[config.mk]
export PLATFORM = sky130hd
export DESIGN_NAME = axi4_config_master
export DESIGN_NICKNAME = d
export VERILOG_FILES = /design/src/rtl/axi4_config_master.sv
export SDC_FILE = /design/constraint.sdc
export NUM_CORES = 1
export LEC_CHECK = 0
export ABC_AREA = 1
export BUFFER_PORTS_ARGS = -buffer_cell sky130_fd_sc_hd__buf_4
export CAP_MARGIN = 20
export CORE_UTILIZATION = 46
export CTS_BUF_LIST = sky130_fd_sc_hd__clkbuf_4
export DETAILED_ROUTE_END_ITERATION = 8
export MAX_ROUTING_LAYER = met4
export PLACE_DENSITY = 0.94
export SLEW_MARGIN = 40
export SYNTH_ARGS = -nofsm -noshare
export SYNTH_HDL_FRONTEND = slang
export SYNTH_SLANG_ARGS = --single-unit
[constraint.sdc]
create_clock -name clk -period 1.75 [get_ports clk]
set_input_delay 0.2625 -clock clk [delete_from_list [all_inputs] [get_ports clk]]
set_output_delay 0.2625 -clock clk [all_outputs]
set_load 0.01 [all_outputs]
[src/rtl/axi4_config_master.sv]
// ============================================================================
// Module      : axi4_config_master
// Description : Single-outstanding, single-beat AXI4 master for configuration
//               register access. A simple valid/ready command port is turned
//               into one AXI write (AW+W, then B) or one AXI read (AR, then R).
//               The result comes back on a valid/ready response port.
// Options     : CFG_WR_VERIFY_EN - when defined, every write that completes
//               with an OKAY response is followed by a read of the same
//               address. The read data is compared against the written data
//               and any difference is reported as an error.
// Revision    : 1.0 - initial release
// ============================================================================
`default_nettype none

module axi4_config_master #(
    parameter int ADDR_W       = 32,
    parameter int DATA_W       = 8,
    parameter int MST_ID_W     = 5,
    parameter int TRANS_RESP_W = 2,
    parameter int MST_ID       = 0
) (
    input  logic                    clk,
    input  logic                    rst_n,

    // Command port
    input  logic                    cmd_valid_i,
    output logic                    cmd_ready_o,
    input  logic                    cmd_wr_i,
    input  logic [ADDR_W-1:0]       cmd_addr_i,
    input  logic [DATA_W-1:0]       cmd_wdata_i,

    // Response port
    output logic                    rsp_valid_o,
    input  logic                    rsp_ready_i,
    output logic [DATA_W-1:0]       rsp_rdata_o,
    output logic [TRANS_RESP_W-1:0] rsp_resp_o,
    output logic                    rsp_err_o,

    // AXI write address channel
    output logic [MST_ID_W-1:0]     m_awid_o,
    output logic [ADDR_W-1:0]       m_awaddr_o,
    output logic                    m_awvalid_o,
    input  logic                    m_awready_i,

    // AXI write data channel
    output logic [DATA_W-1:0]       m_wdata_o,
    output logic                    m_wvalid_o,
    input  logic                    m_wready_i,

    // AXI write response channel
    input  logic [MST_ID_W-1:0]     m_bid_i,
    input  logic [TRANS_RESP_W-1:0] m_bresp_i,
    input  logic                    m_bvalid_i,
    output logic                    m_bready_o,

    // AXI read address channel
    output logic [MST_ID_W-1:0]     m_arid_o,
    output logic [ADDR_W-1:0]       m_araddr_o,
    output logic                    m_arvalid_o,
    input  logic                    m_arready_i,

    // AXI read data channel
    input  logic [MST_ID_W-1:0]     m_rid_i,
    input  logic [DATA_W-1:0]       m_rdata_i,
    input  logic [TRANS_RESP_W-1:0] m_rresp_i,
    input  logic                    m_rvalid_i,
    output logic                    m_rready_o
);

    // ------------------------------------------------------------------------
    // Constants
    // ------------------------------------------------------------------------
    localparam logic [MST_ID_W-1:0]     c_mst_id      = MST_ID_W'(MST_ID);
    localparam logic [TRANS_RESP_W-1:0] c_resp_okay   = '0;
    localparam logic [TRANS_RESP_W-1:0] c_resp_slverr = TRANS_RESP_W'(2);

    typedef enum logic [2:0] {
        IDLE   = 3'd0,
        WR_REQ = 3'd1,
        WR_RSP = 3'd2,
        RD_REQ = 3'd3,
        RD_RSP = 3'd4,
        RESP   = 3'd5
    } state_t;

    // ------------------------------------------------------------------------
    // State and registered outputs
    // ------------------------------------------------------------------------
    state_t                  state_q;

    // Command captured at the handshake; the AXI payloads are driven straight
    // from these so they cannot move while a valid is waiting for ready.
    logic [ADDR_W-1:0]       addr_q;
    logic [DATA_W-1:0]       wdata_q;
    logic                    wr_q;

    logic                    cmd_ready_q;
    logic                    awvalid_q;
    logic                    wvalid_q;
    logic                    bready_q;
    logic                    arvalid_q;
    logic                    rready_q;

    logic                    rsp_valid_q;
    logic [DATA_W-1:0]       rsp_rdata_q;
    logic [TRANS_RESP_W-1:0] rsp_resp_q;
    logic                    rsp_err_q;

    // ------------------------------------------------------------------------
    // Handshake and error decode
    // ------------------------------------------------------------------------
    logic w_cmd_hs;
    logic w_aw_hs;
    logic w_w_hs;
    logic w_aw_done;
    logic w_w_done;
    logic w_b_hs;
    logic w_ar_hs;
    logic w_r_hs;
    logic w_rsp_hs;
    logic w_bid_bad;
    logic w_rid_bad;
    logic w_b_err;
    logic w_rd_verify_bad;

    assign w_cmd_hs  = cmd_valid_i & cmd_ready_q;
    assign w_aw_hs   = awvalid_q & m_awready_i;
    assign w_w_hs    = wvalid_q  & m_wready_i;
    // A channel counts as done once its valid has dropped or it is being
    // accepted this cycle; AW and W may complete in either order.
    assign w_aw_done = ~awvalid_q | m_awready_i;
    assign w_w_done  = ~wvalid_q  | m_wready_i;
    assign w_b_hs    = bready_q  & m_bvalid_i;
    assign w_ar_hs   = arvalid_q & m_arready_i;
    assign w_r_hs    = rready_q  & m_rvalid_i;
    assign w_rsp_hs  = rsp_valid_q & rsp_ready_i;

    assign w_bid_bad = (m_bid_i != c_mst_id);
    assign w_rid_bad = (m_rid_i != c_mst_id);
    assign w_b_err   = w_bid_bad | (m_bresp_i != c_resp_okay);

    // A read issued on behalf of a write command is a read-back check: the
    // returned data must equal what was written and the slave must say OKAY.
    // Plain read commands leave wr_q low, so this never fires for them.
    assign w_rd_verify_bad = wr_q & ((m_rdata_i != wdata_q) | (m_rresp_i != c_resp_okay));

    // ------------------------------------------------------------------------
    // Transaction sequencer with registered AXI and response outputs
    // ------------------------------------------------------------------------
    always_ff @(posedge clk or negedge rst_n) begin
        if (!rst_n) begin
            state_q     <= IDLE;
            addr_q      <= '0;
            wdata_q     <= '0;
            wr_q        <= 1'b0;
            cmd_ready_q <= 1'b1;
            awvalid_q   <= 1'b0;
            wvalid_q    <= 1'b0;
            bready_q    <= 1'b0;
            arvalid_q   <= 1'b0;
            rready_q    <= 1'b0;
            rsp_valid_q <= 1'b0;
            rsp_rdata_q <= '0;
            rsp_resp_q  <= '0;
            rsp_err_q   <= 1'b0;
        end else begin
            case (state_q)
                IDLE: begin
                    if (w_cmd_hs) begin
                        cmd_ready_q <= 1'b0;
                        addr_q      <= cmd_addr_i;
                        wdata_q     <= cmd_wdata_i;
                        wr_q        <= cmd_wr_i;
                        // Previous result is discarded; a write reports
                        // zero read data unless a read-back overwrites it.
                        rsp_rdata_q <= '0;
                        rsp_resp_q  <= '0;
                        rsp_err_q   <= 1'b0;
                        if (cmd_wr_i) begin
                            awvalid_q <= 1'b1;
                            wvalid_q  <= 1'b1;
                            state_q   <= WR_REQ;
                        end else begin
                            arvalid_q <= 1'b1;
                            state_q   <= RD_REQ;
                        end
                    end
                end

                WR_REQ: begin
                    if (w_aw_hs) begin
                        awvalid_q <= 1'b0;
                    end
                    if (w_w_hs) begin
                        wvalid_q <= 1'b0;
                    end
                    if (w_aw_done && w_w_done) begin
                        bready_q <= 1'b1;
                        state_q  <= WR_RSP;
                    end
                end

                WR_RSP: begin
                    if (w_b_hs) begin
                        bready_q   <= 1'b0;
                        // An unexpected BID is reported as a slave error
                        // regardless of what BRESP carried.
                        rsp_resp_q <= w_bid_bad ? c_resp_slverr : m_bresp_i;
                        rsp_err_q  <= w_b_err;
`ifdef CFG_WR_VERIFY_EN
                        // Only a clean write is worth reading back; a failed
                        // write is reported as-is.
                        if (!w_b_err) begin
                            arvalid_q <= 1'b1;
                            state_q   <= RD_REQ;
                        end else begin
                            rsp_valid_q <= 1'b1;
                            state_q     <= RESP;
                        end
`else
                        rsp_valid_q <= 1'b1;
                        state_q     <= RESP;
`endif
                    end
                end

                RD_REQ: begin
                    if (w_ar_hs) begin
                        arvalid_q <= 1'b0;
                        rready_q  <= 1'b1;
                        state_q   <= RD_RSP;
                    end
                end

                RD_RSP: begin
                    if (w_r_hs) begin
                        rready_q    <= 1'b0;
                        rsp_rdata_q <= m_rdata_i;
                        if (w_rid_bad || w_rd_verify_bad) begin
                            rsp_resp_q <= c_resp_slverr;
                            rsp_err_q  <= 1'b1;
                        end else begin
                            rsp_resp_q <= m_rresp_i;
                            rsp_err_q  <= (m_rresp_i != c_resp_okay);
                        end
                        rsp_valid_q <= 1'b1;
                        state_q     <= RESP;
                    end
                end

                RESP: begin
                    // Going through IDLE with cmd_ready high guarantees at
                    // least one idle cycle between commands.
                    if (w_rsp_hs) begin
                        rsp_valid_q <= 1'b0;
                        cmd_ready_q <= 1'b1;
                        state_q     <= IDLE;
                    end
                end

                default: begin
                    awvalid_q   <= 1'b0;
                    wvalid_q    <= 1'b0;
                    bready_q    <= 1'b0;
                    arvalid_q   <= 1'b0;
                    rready_q    <= 1'b0;
                    rsp_valid_q <= 1'b0;
                    cmd_ready_q <= 1'b1;
                    state_q     <= IDLE;
                end
            endcase
        end
    end

    // ------------------------------------------------------------------------
    // Output mapping
    // ------------------------------------------------------------------------
    assign cmd_ready_o = cmd_ready_q;

    assign rsp_valid_o = rsp_valid_q;
    assign rsp_rdata_o = rsp_rdata_q;
    assign rsp_resp_o  = rsp_resp_q;
    assign rsp_err_o   = rsp_err_q;

    assign m_awid_o    = c_mst_id;
    assign m_awaddr_o  = addr_q;
    assign m_awvalid_o = awvalid_q;

    assign m_wdata_o   = wdata_q;
    assign m_wvalid_o  = wvalid_q;

    assign m_bready_o  = bready_q;

    assign m_arid_o    = c_mst_id;
    assign m_araddr_o  = addr_q;
    assign m_arvalid_o = arvalid_q;

    assign m_rready_o  = rready_q;

endmodule

`default_nettype wire
After elaboration in Yosys (flattened, before gate mapping):

Index checks and enable logic that the tools add are counted.

* equal/unequal tests: 16
* muxes and demuxes: 44
* bitwise logic cells: 20
* reduce and logical (&&, ||, !) cells: 26

Operator list (number)
* $pmux W1 S3: 7
* $ne A2 B2 Y1 const B: 10
* $reduce_and A4 Y1: 5
* $reduce_or A4 Y1: 5
* $mux W1: 19
* $mux W3: 6
* $pmux W3 S6: 1
* $mux W8: 2
* $pmux W8 S2: 1
* $mux W2: 6
* $reduce_and A3 Y1: 4
* $reduce_bool A5 Y1: 2
* $and A1 B1 Y1: 8
* $ne A8 B8 Y1: 1
* $not A1 Y1: 8
* $eq A3 B2 Y1 const B: 2
* $eq A3 B3 Y1 const B: 2
* $pmux W2 S3: 1
* $reduce_and A6 Y1: 1
* $reduce_bool A2 Y1: 3
* $or A1 B1 Y1: 4
* $pmux W1 S4: 1
* $eq A3 B1 Y1 const B: 1
* $logic_not A3 Y1: 1
* 5 further kinds: 5

* bits in registers: 62
* input port bits: 72
* logic and storage cells: 120

Depth between registers and ports, before layout:

* depth after elaboration: 7
* depth in mapped cells: 10
* gate-level depth less buffers: 10

Worst setup path after synthesis:

No wires, ideal clock.

* kind: register -> register
* from: register state_q[0]
* to: register rsp_resp_q[1] (netlist: rsp_resp_o[1])
* setup time: 73 ps
* data arrival time: 1311 ps
* data required time: 1677 ps
* setup slack: 366 ps
* stages on the path, launching flop included: 11
* buffers on the path: 0
* period minus slack after synthesis: 1384 ps
* path through: dfrtp_1 inv_2 nand2_1 nor2_2 nand2_2 nand2_1 inv_2 nand3_2 inv_2 and2_1 a21oi_2

* word-level cells in the longest chain between the ends: 3
* elaborated cells between the ends (all ways): 9
* those cells by class: 5 x eq/ne; 1 x mux; 3 x reduce/logical

RTL lines
* start: declaration: line 89 `state_t state_q;`
* start signal: assignment: line 152 `state_q <= IDLE;`
* start signal: assignment: line 182 `state_q <= WR_REQ;`
* start signal: assignment: line 185 `state_q <= RD_REQ;`
* $eq A3 B3 Y1 (tied with other cells): line 167 `case (state_q)`
* $ne A2 B2 Y1 (no source line) or $reduce_bool A3 Y1 (tied branches)
* $reduce_and A4 Y1 (no source line)
* end signal: assignment: line 208 `rsp_resp_q <= w_bid_bad ? c_resp_slverr : m_bresp_i;`
* end signal: assignment: line 240 `rsp_resp_q <= c_resp_slverr;`
* end signal: assignment: line 243 `rsp_resp_q <= m_rresp_i;`
* end: declaration: line 106 `logic [TRANS_RESP_W-1:0] rsp_resp_q;`

Several ways; a longest one is shown, not always the timed one.
A chain may end at the register's enable or synchronous reset.

Final worst setup path:

* from: register state_q[0]
* to: register addr_q[6] (netlist: m_araddr_o[6])

* word-level cells in the longest chain between the ends: 2

RTL lines
* $logic_not A3 Y1: line 167
* $reduce_and A2 Y1 (no source line)
* end signal: assignment: line 171 `addr_q <= cmd_addr_i;`
* end: declaration: line 93 `logic [ADDR_W-1:0] addr_q;`

No other way between the ends.

==> impl_metrics.json <==
{
  "via_per_inst": 4.81,
  "synthCells": 397,
  "end_kind": "register",
  "fin_hold_ws_ns": 0.0595,
  "failed_checks": "design-rule violations",
  "fin_setup_tns_ns": 0,
  "swShare_pct": 43.3,
  "clock_skew_ns": 0.00962,
  "synth-main-ff-cell": "dfrtp_1",
  "die_w_um": 84.8,
  "synthDistinctLibCells": 31,
  "clock_latency_ns": 0.39,
  "finalHoldViolations": 0,
  "postCtsSetupBuffers": 0,
  "grt_first_pass_wirelength_um": 13100,
  "crit_buf_inv": 3,
  "worstSetupStartpointType": "register",
  "htreeDepth": 3,
  "p_per_area_mw_per_mm2": 1730,
  "portBuffers": 161,
  "grt_pass1_vias": 2861,
  "num_vias": 2949,
  "fmax_ghz": 0.632,
  "initial_utilization_pct": 48.5,
  "worstPathRequired_ns": 2.08,
  "rsz0062_at_grt": "no",
  "yosys_warnings": 0,
  "grt_max_degree": 63,
  "clk_pin_slew_ns": 0.11,
  "core_area_mm2": 0.00649,
  "drtPass1Iterations": 8,
  "die_area_mm2": 0.00718,
  "combPwrFrac_pct": 53.7,
  "maxCapViolations": 0,
  "p_leak_nw": 2.38,
  "grtUsageTotal_pct": 24.4,
  "internal_power_w": 0.00420,
  "yosys-top-cells-area": "dfrtp_1 (48%), nand2_1 (19%), buf_4 (10%)",
  "vdd_drop_max_uv": 814,
  "outcome": "finished, violations left",
  "max-slew-margin-rel_pct": 62.9,
  "ant_nets": 0,
  "finalPower_w": 0.00741,
  "period_needed_ns": 1.58,
  "cts_sinks": 62,
  "cts-buffers-inserted": 9,
  "die_h_um": 84.8,
  "dp_hpwl_um": 6170,
  "p_sw_w": 0.00321,
  "yosys.area.top_type": "dfrtp_1",
  "crit_chain": "inv_2, nand2_1, nor2_2, inv_2, nor2_4, buf_4, nand2_1, nand2_1",
  "fillers": 564,
  "clock_path_buffers": 2,
  "synth_most_common_cell": "nand2_1",
  "worstMarginPinSlew_ns": 0.556,
  "rows": 29,
  "clkPwrFrac_pct": 11.1,
  "drv_slew": 0,
  "fin_crit_sh_pct": 90.3,
  "path_class": "register to register",
  "final_nets": 603,
  "gp_congestion": 0.923,
  "diodes": 0,
  "power.share.sequential_pct": 35.2,
  "num_io_pins": 172,
  "hp-class": "primary input to register",
  "grt-ovfl-total": 0,
  "wl_per_cell_um": 13.0,
  "synth_edf_count": 0,
  "postSynth.asyncResetShare_pct": 100,
  "drc_errors": 15,
  "antenna_found_initial": 0,
  "syn_area_mm2": 0.00315,
  "synth_commonest_cells": "nand2_1 (159), dfrtp_1 (61), buf_4 (44)",
  "finalWirelength_um": 7960,
  "path_max_fanout": 22,
  "syn_avg_cell_area_um2": 7.94,
  "area_delta_synth_final_pct": 35.7,
  "finalSetupViolCount": 0,
  "cpPeakStageDelay_ns": 0.49,
  "synth_top_area_share_pct": 48.5,
  "cpLargestDelayFamily": "simple AND/OR/NAND/NOR gates",
  "root_buffer": "clkbuf_4",
  "ys_seq_area_share_pct": 49.3,
  "ys_ff_latch": 62,
  "cp_slowest_cell": "dfrtp_1",
  "crit_top_cell": "nand2_1",
  "drt_iter0_markers": 146,
  "layout-drive-gt1-share_pct": 38.6,
  "arrival_ns": 1.91,
  "cts_tree": "done"
}
==> cell families (layout without fill, tap and decap cells) <==
kind of cell	Yosys count	after routing	synth area share (%)
AOI/OAI and AO/OA	45	45	7.71
xor gates and xnor gates	1	1	0.278
buffers and inverters	81	211	15.6
DFF	62	62	49.3
other	1	10	0.119
and+or+nand+nor	207	207	27.0
==> per-stage QoR <==
stage | std cells | utilization [%] | setup slack (ns) | instance area (um2)
detailed placement | 596 | 63.7 | 0.132 | 4140
finish | 613 | 65.8 | 0.169 | 4270
floorplan | 406 | - | 0.366 | 3180
CTS | 613 | 65.6 | 0.106 | 4260
global route | 613 | 65.8 | 0.00150 | 4270
global placement | 596 | 63.7 | 0.192 | 4140
==> what timing repair did <==
action	4_1_cts	5_1_grt
setup endpoints to repair	0	33
hold endpoints to repair	61	0
resized for setup	0	4
hold buffers	1	0
==> per-layer routing <==
layer / vias to the layer above / wire [um] / global-route usage [%]
met1: 1326 / 3170 / 28.0
met4: 0 / 221 / 12.0
met5: - / 0 / -
met2: 149 / 3940 / 40.0
li1: 1456 / - / -
met3: 18 / 634 / 5.90
==> sequential cells by signal (all words and copies together) (netlist names), 2 cells and up <==
signal / flops
rsp_rdata_o: 8
m_wdata_o: 8
state_q: 3
m_araddr_o: 32
rsp_resp_o: 2
==> final cells by class <==
class	instances	area [um2]	share of cell area, %
multi-input combinational	263	1150	26.8
timing repair buffer	165	1250	29.2
tap	77	96.3	2.25
clock buffer	10	75.1	1.76
clock inverter	6	38.8	0.907
inverter	30	115	2.69
sequential	62	1550	36.4
==> power by group through the flow <==
| stage | Combinational (W) | Clock [W] | Sequential, W |
|---|---|---|---|
| after global placement | 0.00386 | 0 | 0.00259 |
| after floorplan | 0.00230 | 0 | 0.00278 |
| after global routing | 0.00441 | 0.000934 | 0.00270 |
| after detailed placement | 0.00399 | 0 | 0.00262 |
| after CTS | 0.00400 | 0.000853 | 0.00260 |
| final | 0.00397 | 0.000824 | 0.00261 |
==> worst min-delay path: cells and delay by family <==
| kind | cells | cell delay (ns) |
|---|---|---|
| buf+inv | 1 | 0.07 |
| simple gates | 2 | 0.09 |
==> cell usage in the layout (no fill, tap or decap), drive strengths merged <==
| cell type | count |
|---|---|
| nor3b | 1 |
| a21oi | 7 |
| nor2 | 25 |
| and2 | 1 |
| nand2 | 163 |
| dfrtp | 61 |
| dfstp | 1 |
| xnor2 | 1 |
| o21ai | 34 |
| inv | 30 |
| clkbuf | 10 |
| o22ai | 1 |
| o31ai | 1 |
| nand3 | 8 |
| nor3 | 4 |
| nand4 | 4 |
| clkinvlp | 4 |
| or2 | 1 |
| clkinv | 2 |
| dlygate4sd3 | 1 |
| conb | 10 |
| buf | 164 |
| o21bai | 1 |
| a22o | 1 |
==> worst paths after layout <==
| path | depth (start not counted) | slack (ns) | from | end |
|---|---|---|---|---|
| worst max-delay path | 8 | 0.17 | state_q[0]$_DFFE_PN0P_ | m_araddr_o[6]$_DFFE_PN0P_ |
| worst min-delay path | 3 | 0.06 | cmd_addr_i[23] | m_araddr_o[23]$_DFFE_PN0P_ |
| worst max register to register | 8 | 0.17 | state_q[0]$_DFFE_PN0P_ | m_araddr_o[6]$_DFFE_PN0P_ |
| worst min register to register | 2 | 0.51 | m_araddr_o[21]$_DFFE_PN0P_ | m_araddr_o[21]$_DFFE_PN0P_ |
| max in group asynchronous | 2 | 0.93 | rst_n | state_q[2]$_DFFE_PN0P_ |
| min in group asynchronous | 2 | 0.38 | rst_n | m_wvalid_o$_DFFE_PN0P_ |
Note: power is estimated with default switching activity, not from simulation.
